### src/rtl/receptor_pedidos_serial_pkg.sv
// Shared constants and state encodings for the SmartCargo serial request front-end.
// Optional build macro: SERIAL_PARIDADE_EN (8E1 framing; default 8N1).
package smart_cargo_pkg;

    localparam int unsigned LARGURA_ANDAR = 2;

    localparam logic [7:0] ASCII_O  = 8'h4F;
    localparam logic [7:0] ASCII_D  = 8'h44;
    localparam logic [7:0] ASCII_0  = 8'h30;
    localparam logic [7:0] ASCII_LF = 8'h0A;

    typedef enum logic [3:0] {
        ESPERA_O   = 4'd0,
        LE_ORIG    = 4'd1,
        ESPERA_D   = 4'd2,
        LE_DEST    = 4'd3,
        ESPERA_FIM = 4'd4
    } estado_parser_t;

    typedef enum logic [2:0] {
        RX_OCIOSO,
        RX_INICIO,
        RX_DADOS,
        RX_PARIDADE,
        RX_PARADA,
        RX_FIM
    } estado_rx_t;

    // '0'..'3' share the upper six bits of ASCII_0
    function automatic logic eh_andar(input logic [7:0] b);
        return b[7:2] == ASCII_0[7:2];
    endfunction

endpackage

### src/rtl/receptor_pedidos_serial_rx.sv
// rx_serial_bytes: synchronized UART byte receiver with mid-bit sampling.
// SERIAL_PARIDADE_EN adds an even-parity bit after bit 7.
module rx_serial_bytes
    import smart_cargo_pkg::*;
#(
    parameter int unsigned DIV = 5208
) (
    input  logic       clock,
    input  logic       reset,
    input  logic       rx,
    output logic       byte_ok,
    output logic [7:0] dado,
    output logic       erro_quadro
);

    localparam int unsigned CW = $clog2(DIV);

    estado_rx_t    est_q, est_d;
    logic [CW-1:0] cnt_q, cnt_d;
    logic [2:0]    nbit_q, nbit_d;
    logic [7:0]    shift_q, shift_d;
    logic          s1_q, s2_q;
    logic [1:0]    flush_q, flush_d;
    logic          armed_q, armed_d;
    logic          stop_q, stop_d;
    logic          par_ok_q, par_ok_d;
    logic          byte_ok_q, byte_ok_d;
    logic          erro_q, erro_d;

    always_ff @(posedge clock) begin
        if (reset) begin
            est_q     <= RX_OCIOSO;
            cnt_q     <= '0;
            nbit_q    <= '0;
            shift_q   <= '0;
            s1_q      <= 1'b1;
            s2_q      <= 1'b1;
            flush_q   <= '0;
            armed_q   <= 1'b0;
            stop_q    <= 1'b0;
            par_ok_q  <= 1'b1;
            byte_ok_q <= 1'b0;
            erro_q    <= 1'b0;
        end else begin
            est_q     <= est_d;
            cnt_q     <= cnt_d;
            nbit_q    <= nbit_d;
            shift_q   <= shift_d;
            s1_q      <= rx;
            s2_q      <= s1_q;
            flush_q   <= flush_d;
            armed_q   <= armed_d;
            stop_q    <= stop_d;
            par_ok_q  <= par_ok_d;
            byte_ok_q <= byte_ok_d;
            erro_q    <= erro_d;
        end
    end

    // Starts arm only once the flushed synchronizer has shown a genuinely high line,
    // so a line held low across reset or after a break cannot fake a start bit.
    always_comb begin
        est_d     = est_q;
        cnt_d     = cnt_q + 1'b1;
        nbit_d    = nbit_q;
        shift_d   = shift_q;
        flush_d   = {flush_q[0], 1'b1};
        armed_d   = armed_q;
        stop_d    = stop_q;
        par_ok_d  = par_ok_q;
        byte_ok_d = 1'b0;
        erro_d    = 1'b0;
        case (est_q)
            RX_OCIOSO: begin
                cnt_d = '0;
                if (flush_q[1] && s2_q) armed_d = 1'b1;
                if (armed_q && !s2_q) begin
                    est_d    = RX_INICIO;
                    armed_d  = 1'b0;
                    par_ok_d = 1'b1;
                end
            end
            RX_INICIO: if (cnt_q == CW'(DIV/2 - 1)) begin
                cnt_d  = '0;
                nbit_d = '0;
                est_d  = s2_q ? RX_OCIOSO : RX_DADOS;
            end
            RX_DADOS: if (cnt_q == CW'(DIV - 1)) begin
                cnt_d   = '0;
                shift_d = {s2_q, shift_q[7:1]};
                nbit_d  = nbit_q + 1'b1;
                if (nbit_q == 3'd7) begin
`ifdef SERIAL_PARIDADE_EN
                    est_d = RX_PARIDADE;
`else
                    est_d = RX_PARADA;
`endif
                end
            end
`ifdef SERIAL_PARIDADE_EN
            RX_PARIDADE: if (cnt_q == CW'(DIV - 1)) begin
                cnt_d    = '0;
                par_ok_d = (s2_q == ^shift_q);
                est_d    = RX_PARADA;
            end
`endif
            RX_PARADA: if (cnt_q == CW'(DIV - 1)) begin
                cnt_d  = '0;
                stop_d = s2_q;
                est_d  = RX_FIM;
            end
            RX_FIM: begin
                cnt_d     = '0;
                byte_ok_d = stop_q & par_ok_q;
                erro_d    = ~(stop_q & par_ok_q);
                est_d     = RX_OCIOSO;
            end
            default: begin
                cnt_d = '0;
                est_d = RX_OCIOSO;
            end
        endcase
    end

    assign byte_ok     = byte_ok_q;
    assign erro_quadro = erro_q;
    assign dado        = shift_q;

endmodule

### src/rtl/receptor_pedidos_serial.sv
// Decodes "O<orig>D<dest>\n" serial frames into a validated floor pair with valid/accept handshake.
// SERIAL_PARIDADE_EN selects 8E1 framing in the byte receiver.
module receptor_pedidos_serial
    import smart_cargo_pkg::*;
#(
    parameter int unsigned CLK_HZ = 50_000_000,
    parameter int unsigned BAUD   = 9600
) (
    input  logic                     clock,
    input  logic                     reset,
    input  logic                     RX,
    input  logic                     pedido_aceito,
    output logic                     pedido_valido,
    output logic [LARGURA_ANDAR-1:0] origem,
    output logic [LARGURA_ANDAR-1:0] destino,
    output logic                     erro_pedido,
    output logic                     pedido_perdido,
    output logic [3:0]               db_estado,
    output logic [7:0]               db_ultimo_byte
);

    localparam int unsigned DIV = CLK_HZ / BAUD;

    logic       byte_ok, erro_quadro;
    logic [7:0] dado;

    rx_serial_bytes #(.DIV(DIV)) u_rx (
        .clock       (clock),
        .reset       (reset),
        .rx          (RX),
        .byte_ok     (byte_ok),
        .dado        (dado),
        .erro_quadro (erro_quadro)
    );

    estado_parser_t           estado_q, estado_d;
    logic [LARGURA_ANDAR-1:0] orig_tmp_q, orig_tmp_d, dest_tmp_q, dest_tmp_d;
    logic [LARGURA_ANDAR-1:0] origem_q, origem_d, destino_q, destino_d;
    logic                     valido_q, valido_d, erro_q, erro_d, perdido_q, perdido_d;
    logic [7:0]               ultimo_q, ultimo_d;
    logic                     inesperado;

    always_ff @(posedge clock) begin
        if (reset) begin
            estado_q   <= ESPERA_O;
            orig_tmp_q <= '0;
            dest_tmp_q <= '0;
            origem_q   <= '0;
            destino_q  <= '0;
            valido_q   <= 1'b0;
            erro_q     <= 1'b0;
            perdido_q  <= 1'b0;
            ultimo_q   <= '0;
        end else begin
            estado_q   <= estado_d;
            orig_tmp_q <= orig_tmp_d;
            dest_tmp_q <= dest_tmp_d;
            origem_q   <= origem_d;
            destino_q  <= destino_d;
            valido_q   <= valido_d;
            erro_q     <= erro_d;
            perdido_q  <= perdido_d;
            ultimo_q   <= ultimo_d;
        end
    end

    always_comb begin
        estado_d   = estado_q;
        orig_tmp_d = orig_tmp_q;
        dest_tmp_d = dest_tmp_q;
        origem_d   = origem_q;
        destino_d  = destino_q;
        valido_d   = valido_q & ~pedido_aceito;
        erro_d     = 1'b0;
        perdido_d  = 1'b0;
        ultimo_d   = ultimo_q;
        inesperado = 1'b0;
        if (erro_quadro) begin
            erro_d   = 1'b1;
            estado_d = ESPERA_O;
        end else if (byte_ok) begin
            ultimo_d = dado;
            case (estado_q)
                ESPERA_O: if (dado == ASCII_O) estado_d = LE_ORIG;
                LE_ORIG: if (eh_andar(dado)) begin
                    orig_tmp_d = dado[LARGURA_ANDAR-1:0];
                    estado_d   = ESPERA_D;
                end else inesperado = 1'b1;
                ESPERA_D: if (dado == ASCII_D) estado_d = LE_DEST;
                    else inesperado = 1'b1;
                LE_DEST: if (eh_andar(dado)) begin
                    dest_tmp_d = dado[LARGURA_ANDAR-1:0];
                    estado_d   = ESPERA_FIM;
                end else inesperado = 1'b1;
                ESPERA_FIM: if (dado == ASCII_LF) begin
                    estado_d = ESPERA_O;
                    if (orig_tmp_q == dest_tmp_q) begin
                        erro_d = 1'b1;
                    end else if (!valido_q || pedido_aceito) begin
                        // a same-cycle accept frees the slot for the new request
                        valido_d  = 1'b1;
                        origem_d  = orig_tmp_q;
                        destino_d = dest_tmp_q;
                    end else begin
                        perdido_d = 1'b1;
                    end
                end else inesperado = 1'b1;
                default: estado_d = ESPERA_O;
            endcase
            if (inesperado) begin
                erro_d   = 1'b1;
                estado_d = (dado == ASCII_O) ? LE_ORIG : ESPERA_O;
            end
        end
    end

    assign pedido_valido  = valido_q;
    assign origem         = origem_q;
    assign destino        = destino_q;
    assign erro_pedido    = erro_q;
    assign pedido_perdido = perdido_q;
    assign db_estado      = estado_q;
    assign db_ultimo_byte = ultimo_q;

endmodule

### config.mk
export PLATFORM = sky130hd
export DESIGN_NAME = receptor_pedidos_serial
export DESIGN_NICKNAME = d
export VERILOG_FILES = /design/src/rtl/receptor_pedidos_serial_pkg.sv /design/src/rtl/receptor_pedidos_serial_rx.sv /design/src/rtl/receptor_pedidos_serial.sv
export SDC_FILE = /design/constraint.sdc
export NUM_CORES = 1
export LEC_CHECK = 0
export ABC_AREA = 1
export BUFFER_PORTS_ARGS = -buffer_cell sky130_fd_sc_hd__buf_2
export CORE_ASPECT_RATIO = 1.25
export CORE_MARGIN = 5
export CORE_UTILIZATION = 40
export CTS_CLUSTER_SIZE = 24
export DETAILED_ROUTE_END_ITERATION = 7
export PLACE_DENSITY = 0.66
export REMOVE_ABC_BUFFERS = 1
export SYNTH_ARGS = -nofsm -noshare
export SYNTH_HDL_FRONTEND = slang
export SYNTH_SLANG_ARGS = --single-unit
### constraint.sdc
create_clock -name clock -period 2.1 [get_ports clock]
set_input_delay 0.21 -clock clock [delete_from_list [all_inputs] [get_ports clock]]
set_output_delay 0.21 -clock clock [all_outputs]
set_load 0.01 [all_outputs]
==> results_dict.tcl, run 1 <==
set metrics [dict create \
    status "complete, no violations" \
    grt-ovfl-total 0 \
    cp_max_fo 5 \
    instances_no_fill 460 \
    synth_compound_area_frac 0.109 \
    cts_tree "built" \
    rr_startpoint "u_rx.cnt_q[0]$_SDFF_PP0_" \
    clkTransAtPathRegs_ns 0.06 \
    setup.worst_path.class "reg2reg" \
    rows 32 \
    drt_wl_total_mm 4.83 \
    grt.total_usage 0.130 \
    max_cap_viol_count 0 \
    hp-start "RX" \
    synth_xor_area_frac 0.0276 \
    clockBufferDepth 2 \
    path_cells "ha_1 > nand2_1 > nor2_2 > nand4_1 > nor2_2 > nand4_1 > and3_1" \
    vias_per_cell 4.73 \
    gp_congestion 0.784 \
    layout.nets 378 \
    rsz0062_at_grt "false" \
    fin_crit_ns 1.57 \
    dr.pass1.iters 4 \
    dp_slack_ns 0.516 \
    slew_violations 0 \
    root_buffer "clkbuf_8" \
    initial_utilization 0.412 \
    worst-path-buf-inv 0 \
    hpwlAfterDp_mm 3.49 \
    dp.cells 445 \
    route.detailed.drc 0 \
    syn2layout_area_growth_pct 13.1 \
    syn_avg_cell_area_um2 7.35 \
    cp_top_family "simple AND/OR/NAND/NOR gates" \
    yosysSeqAreaShare 0.449 \
    drt_iter0_drc 56 \
    synth_top_family_by_area "simple AND/OR/NAND/NOR gates" \
    slowest_delay_ns 0.35 \
    antenna_found_initial 0 \
    skew_ns 0.0103 \
    synth.largest_area_cell "dfxtp_1" \
    grt_pass1_wl_mm 8.18 \
    cp-start-kind "register" \
    clkSinkCount 57 \
    clock_latency_ns 0.33 \
    htree_levels 3 \
    cpMaxStageDelayCell "dfxtp_1" \
    yosys-top-cells-area "dfxtp_1, nand2_1, nor2_1" \
    yosysTopAreaCellShare 0.449 \
    vias 2174 \
    reg2reg_to "u_rx.cnt_q[12]$_SDFF_PP0_" \
    synth_area_um2 2540 \
    p_leak_nw 1.20 \
    grt_max_degree 19 \
    hold_buffers 0 \
    power_density_nw_per_um2 829 \
    synth_edf_count 0 \
    die_y_um 99.1 \
    yosysWarnings 0 \
    post-cts-setup-buffers 0 \
    synthArstFlopShare 0 \
    hold_viol 0 \
    ctsResizeCount 0 \
    synthMuxAreaShare 0 \
    end_kind "register" \
    n_antenna_cell 0 \
    drive_above_1_share 0.152 \
    ios 23 \
    ys.flop_type "dfxtp_1" \
    holdPathStages 2 \
    min_to "u_rx.s1_q$_SDFF_PP1_" \
    die_area_um2 8060 \
    fin_crit_sh 0.750 \
    netlist_instances 346 \
    netlist-cell-type-count 36 \
    cp_data_required_time_ns 2.33 \
    ff2ff_path_depth 7 \
    setup_viol 0 \
    hp-class "in2reg" \
    drtAntennaViolNets 0 \
    setup_slack_ns 0.526 \
    rrSetupSlack_ns 0.53 \
    core_um2 6170 \
    wire_per_inst_um 10.5 \
    yosys.area_share.simple 0.312 \
    yosys_register_bits 57 \
    ir_drop_v 0.000432 \
    die_w_um 81.3 \
    max_freq_ghz 0.635 \
    critical_path_arrival_ns 1.80 \
    io_buffers 21 \
    tns_ns 0 \
    synth_adder_area_share 0.0148 \
    numCtsBuffers 9 \
    grt_pass1_vias 1951 \
]
==> worst max-delay path by stage <==
stage / from / cells after the start / end / slack (ns)
6_report: u_rx.cnt_q[0]$_SDFF_PP0_ / 7 / u_rx.cnt_q[12]$_SDFF_PP0_ / 0.53
5_1_grt: u_rx.cnt_q[0]$_SDFF_PP0_ / 8 / u_rx.dado[1]$_SDFFE_PP0P_ / 0.31
4_1_cts: u_rx.cnt_q[0]$_SDFF_PP0_ / 7 / u_rx.cnt_q[12]$_SDFF_PP0_ / 0.51
3_5_place_dp: u_rx.cnt_q[0]$_SDFF_PP0_ / 7 / u_rx.cnt_q[12]$_SDFF_PP0_ / 0.52
3_3_place_gp: u_rx.cnt_q[0]$_SDFF_PP0_ / 7 / u_rx.cnt_q[12]$_SDFF_PP0_ / 0.59
2_1_floorplan: u_rx.cnt_q[0]$_SDFF_PP0_ / 8 / u_rx.dado[1]$_SDFFE_PP0P_ / 0.55
==> cells by family (layout without fill, tap and decap cells) <==
kind of cell,count (synthesis),count (layout)
AND/OR/NAND/NOR,174,174
flip-flops,57,57
AO/OA/AOI/OAI,50,50
buffers and inverters,53,82
XOR/XNOR,8,8
adder cells (fa/ha/maj),3,3
other,1,1
==> placed cells by master, fill, tap and decap left out, types with 2 or more instances in the layout <==
master    count
or2_1         2
nand2_1      60
nor2_1       60
inv_2         4
a21oi_1      21
clkbuf_8     10
a211oi_1      5
buf_2        21
buf_4         2
nor3_1        5
inv_1        39
clkbuf_1      2
clkinv_2      2
and3_1        2
nor3_2        3
xor2_1        6
nor2_2        5
o21ai_0      19
dfxtp_1      57
nand4_1      10
or2_2         3
ha_1          3
nor4_1        2
nand3_1      17
xnor2_1       2
==> synthesized netlist by cell type (3+ instances only) <==
master / n
ha_1: 3
buf_4: 3
or2_2: 3
o21ai_0: 19
nor3_1: 5
inv_2: 4
nor2_1: 60
inv_1: 39
a211oi_1: 5
nand2_1: 60
nor3_2: 3
dfxtp_1: 57
a21oi_1: 21
nand3_1: 17
clkbuf_1: 3
nor2_2: 5
xor2_1: 6
nand4_1: 10
==> state kept, by name, indices dropped and copies added, names as in the netlist, 2 cells and up <==
register        cells
u_rx.est_q          3
db_estado           3
db_ultimo_byte      8
u_rx.nbit_q         3
origem              2
u_rx.cnt_q         13
destino             2
orig_tmp_q          2
u_rx.flush_q        2
dest_tmp_q          2
u_rx.dado           8
==> layout make-up <==
| type | instances | area (um2) |
|---|---|---|
| clock buffer | 12 | 145 |
| clock inverter | 3 | 17.5 |
| fill | 640 | 3290 |
| inverter | 44 | 165 |
| multi-input combinational | 236 | 1180 |
| sequential | 57 | 1140 |
| tap | 85 | 106 |
| timing repair buffer | 23 | 120 |
==> metrics by stage <==
stage	power (mW)	area [um2]	utilization	hold WS (ns)
finish	2.38	2880	0.467	0.0661
global route	2.52	2880	0.467	0.0753
CTS	2.42	2880	0.467	0.0483
detailed placement	1.55	2710	0.440	0.398
global placement	1.54	2710	0.440	0.391
floorplan	1.47	2490	-	0.279
==> power by group <==
| group | switching, mW | internal [mW] |
|---|---|---|
| Clock | 0.411 | 0.450 |
| Sequential | 0.0444 | 1.12 |
| Combinational | 0.240 | 0.117 |
==> per-layer routing <==
| layer | vias to the layer above | global-route usage | share of wire |
|---|---|---|---|
| met4 | 0 | 0.0871 | 0.021 |
| met3 | 10 | 0.0335 | 0.037 |
| met1 | 970 | 0.146 | 0.45 |
| li1 | 1166 | - | - |
| met5 | - | 0 | 0 |
| met2 | 28 | 0.214 | 0.49 |
Power figures use the tool's default switching activity.
==> run 2, diff against run 1 <==
--- a/config.mk
+++ b/config.mk
@@ -5,7 +5,7 @@
 export SDC_FILE = /design/constraint.sdc
 export NUM_CORES = 1
 export LEC_CHECK = 0
-export ABC_AREA = 1
+export ABC_AREA = 0
 export BUFFER_PORTS_ARGS = -buffer_cell sky130_fd_sc_hd__buf_2
 export CORE_ASPECT_RATIO = 1.25
 export CORE_MARGIN = 5
==> constraint.sdc (replaced) <==
create_clock -name clock -period 1.5 [get_ports clock]
set_input_delay 0.15 -clock clock [delete_from_list [all_inputs] [get_ports clock]]
set_output_delay 0.15 -clock clock [all_outputs]
set_load 0.01 [all_outputs]
==> results_dict.tcl, run 2 <==
set metrics [dict create \
    dr.pass1.iters 4 \
    largest_reg_flops 13 \
    clkTransAtPathRegs_ns 0.07 \
    layout_common_cells "dfxtp_1, buf_4, nand2_1, a21oi_1, buf_2" \
    yosys-top-cells-area "dfxtp_1, a21oi_1, nand2_1" \
    cp_data_required_time_ns 1.75 \
    slowest_delay_ns 0.35 \
    largest_register "u_rx.cnt_q" \
    dp.cells 421 \
    drt_wl_total_mm 5.84 \
    die_area_um2 8310 \
    slew_violations 0 \
    setup.worst_path.class "reg2reg" \
    root_buffer "clkbuf_8" \
    dp_slack_ns -0.0862 \
    layout.nets 356 \
    initial_utilization 0.406 \
    status "finished, violations left" \
    max_cap_viol_count 0 \
    yosysTopAreaCellShare 0.434 \
    io_buffers 21 \
    grt.total_usage 0.148 \
    synthArstFlopShare 0 \
    gp_congestion 0.794 \
    syn2layout_area_growth_pct 34.2 \
    rsz0062_at_grt "true" \
    grt_max_degree 33 \
    whs_ns 0.133 \
    rr_startpoint "u_rx.dado[6]$_SDFFE_PP0P_" \
    antenna_found_initial 0 \
    fin_crit_ns 1.52 \
    rows 33 \
    synth_area_um2 2630 \
    synth_edf_count 0 \
    fin_util 0.544 \
    ys_top_cells_by_count "dfxtp_1, nand2_1, a21oi_1" \
    ir_drop_v 0.000575 \
    ys.flop_type "dfxtp_1" \
    critical_path_arrival_ns 1.77 \
    grt_pass1_vias 2090 \
    cp_max_fo 5 \
    synth_most_common_cell "dfxtp_1" \
    setup_viol 4 \
    skew_ns 0.00792 \
    fillerInstances 571 \
    cts_tree "built" \
    die_y_um 101 \
    tns_ns -0.0364 \
    fin_crit_sh 1.01 \
    netlist_instances 289 \
    drtAntennaViolNets 0 \
    core_um2 6480 \
    final_common_cell "dfxtp_1" \
    path_cells "nor4_4 > nand4_2 > nor4b_4 > buf_4 > mux2i_1" \
    netlist-cell-type-count 55 \
    clkSinkCount 57 \
    cp_top_family "simple AND/OR/NAND/NOR gates" \
    die_w_um 82.5 \
    yosysWarnings 0 \
    yosysSeqAreaShare 0.434 \
    hp-start "pedido_aceito" \
    rrSetupSlack_ns -0.02 \
    clock_latency_ns 0.33 \
    clockBufferDepth 2 \
    drive_above_1_share 0.373 \
    vias_per_cell 5.21 \
    worst-path-buf-inv 1 \
    ios 23 \
    cp-start-kind "register" \
    grt-ovfl-total 0 \
    power_density_nw_per_um2 947 \
    numCtsBuffers 9 \
    vias 2297 \
    hold_viol 0 \
    violations "setup timing" \
    p_leak_nw 1.34 \
    n_antenna_cell 0 \
    route.detailed.drc 0 \
    hpwlAfterDp_mm 4.09 \
    wire_per_inst_um 13.2 \
    hp-class "in2reg" \
    grt_pass1_wl_mm 9.67 \
    max_freq_ghz 0.660 \
    end_kind "register" \
    yosys_register_bits 57 \
    synth.largest_area_cell "dfxtp_1" \
    syn_avg_cell_area_um2 9.10 \
    setup_slack_ns -0.0163 \
    htree_levels 3 \
    drt_iter0_drc 131 \
    instances_no_fill 441 \
    crit_start "u_rx.dado[6]$_SDFFE_PP0P_" \
    cpMaxStageDelayCell "dfxtp_2" \
]
==> run 2: worst min-delay path, cell delays in order <==
cell and delay, ns:
buf_2 0.07, nand2b_1 0.15, nor3_2 0.05
==> run 2: final cells by class <==
cell class              count  area [um2]  area share
clock inverters             6        82.6      0.0234
multi-input cells         211        1580       0.447
clock buffers              10         128      0.0362
flip-flops and latches     57        1150       0.327
well taps                  87         109      0.0309
repair buffers             66         464       0.132
inverters                   4        15.0     0.00426
==> run 2: logic make-up after synthesis <==
family                   after synthesis  share of synthesized area
XOR/XNOR                              13                     0.0433
buffers and inverters                 21                     0.0385
flip-flops                            57                      0.434
adder cells (fa/ha/maj)                3                     0.0143
AND/OR/NAND/NOR                      133                      0.310
other                                  1                    0.00143
AO/OA/AOI/OAI                         53                      0.128
multiplexers                           8                     0.0304
==> run 2: what timing repair did <==
item | CTS | global route
gates resized for setup | 7 | 46
pin swaps | 5 | 23
gates cloned | 0 | 1
endpoints found under the hold margin | 1 | 0
setup buffers | 1 | 1
endpoints found under the setup margin | 23 | 36
hold buffers | 1 | 0
==> run 2: where the power goes <==
group | switching, mW | internal, mW | total [mW]
combinational | 0.149 | 0.114 | 0.263
clock | 0.602 | 0.926 | 1.53
sequential | 0.0166 | 1.53 | 1.55
==> run 2: path summary, 6_finish.rpt <==
| kind | to | cells after the start |
|---|---|---|
| setup reg to reg | destino[1]$_SDFFE_PP0P_ | 5 |
| hold / removal | pedido_perdido$_SDFF_PP0_ | 3 |
| hold reg to reg | u_rx.s2_q$_SDFF_PP1_ | 1 |
| setup / recovery | destino[1]$_SDFFE_PP0P_ | 5 |
==> run 2: stage by stage <==
stage                     power (mW)  area, um2
final                           3.34       3530
after global routing            3.48       3530
after CTS                       3.33       3320
after detailed placement        1.79       3070
after global placement          1.78       3070
after floorplan                 1.68       2540
==> run 2: metal layers <==
metal / vias to the layer above / part of all wire / GRT usage
met1: 1090 / 0.44 / 0.176
met2: 29 / 0.52 / 0.253
met4: 0 / 0.013 / 0.0491
met3: 7 / 0.034 / 0.0403
met5: - / 0 / 0
li1: 1171 / - / -
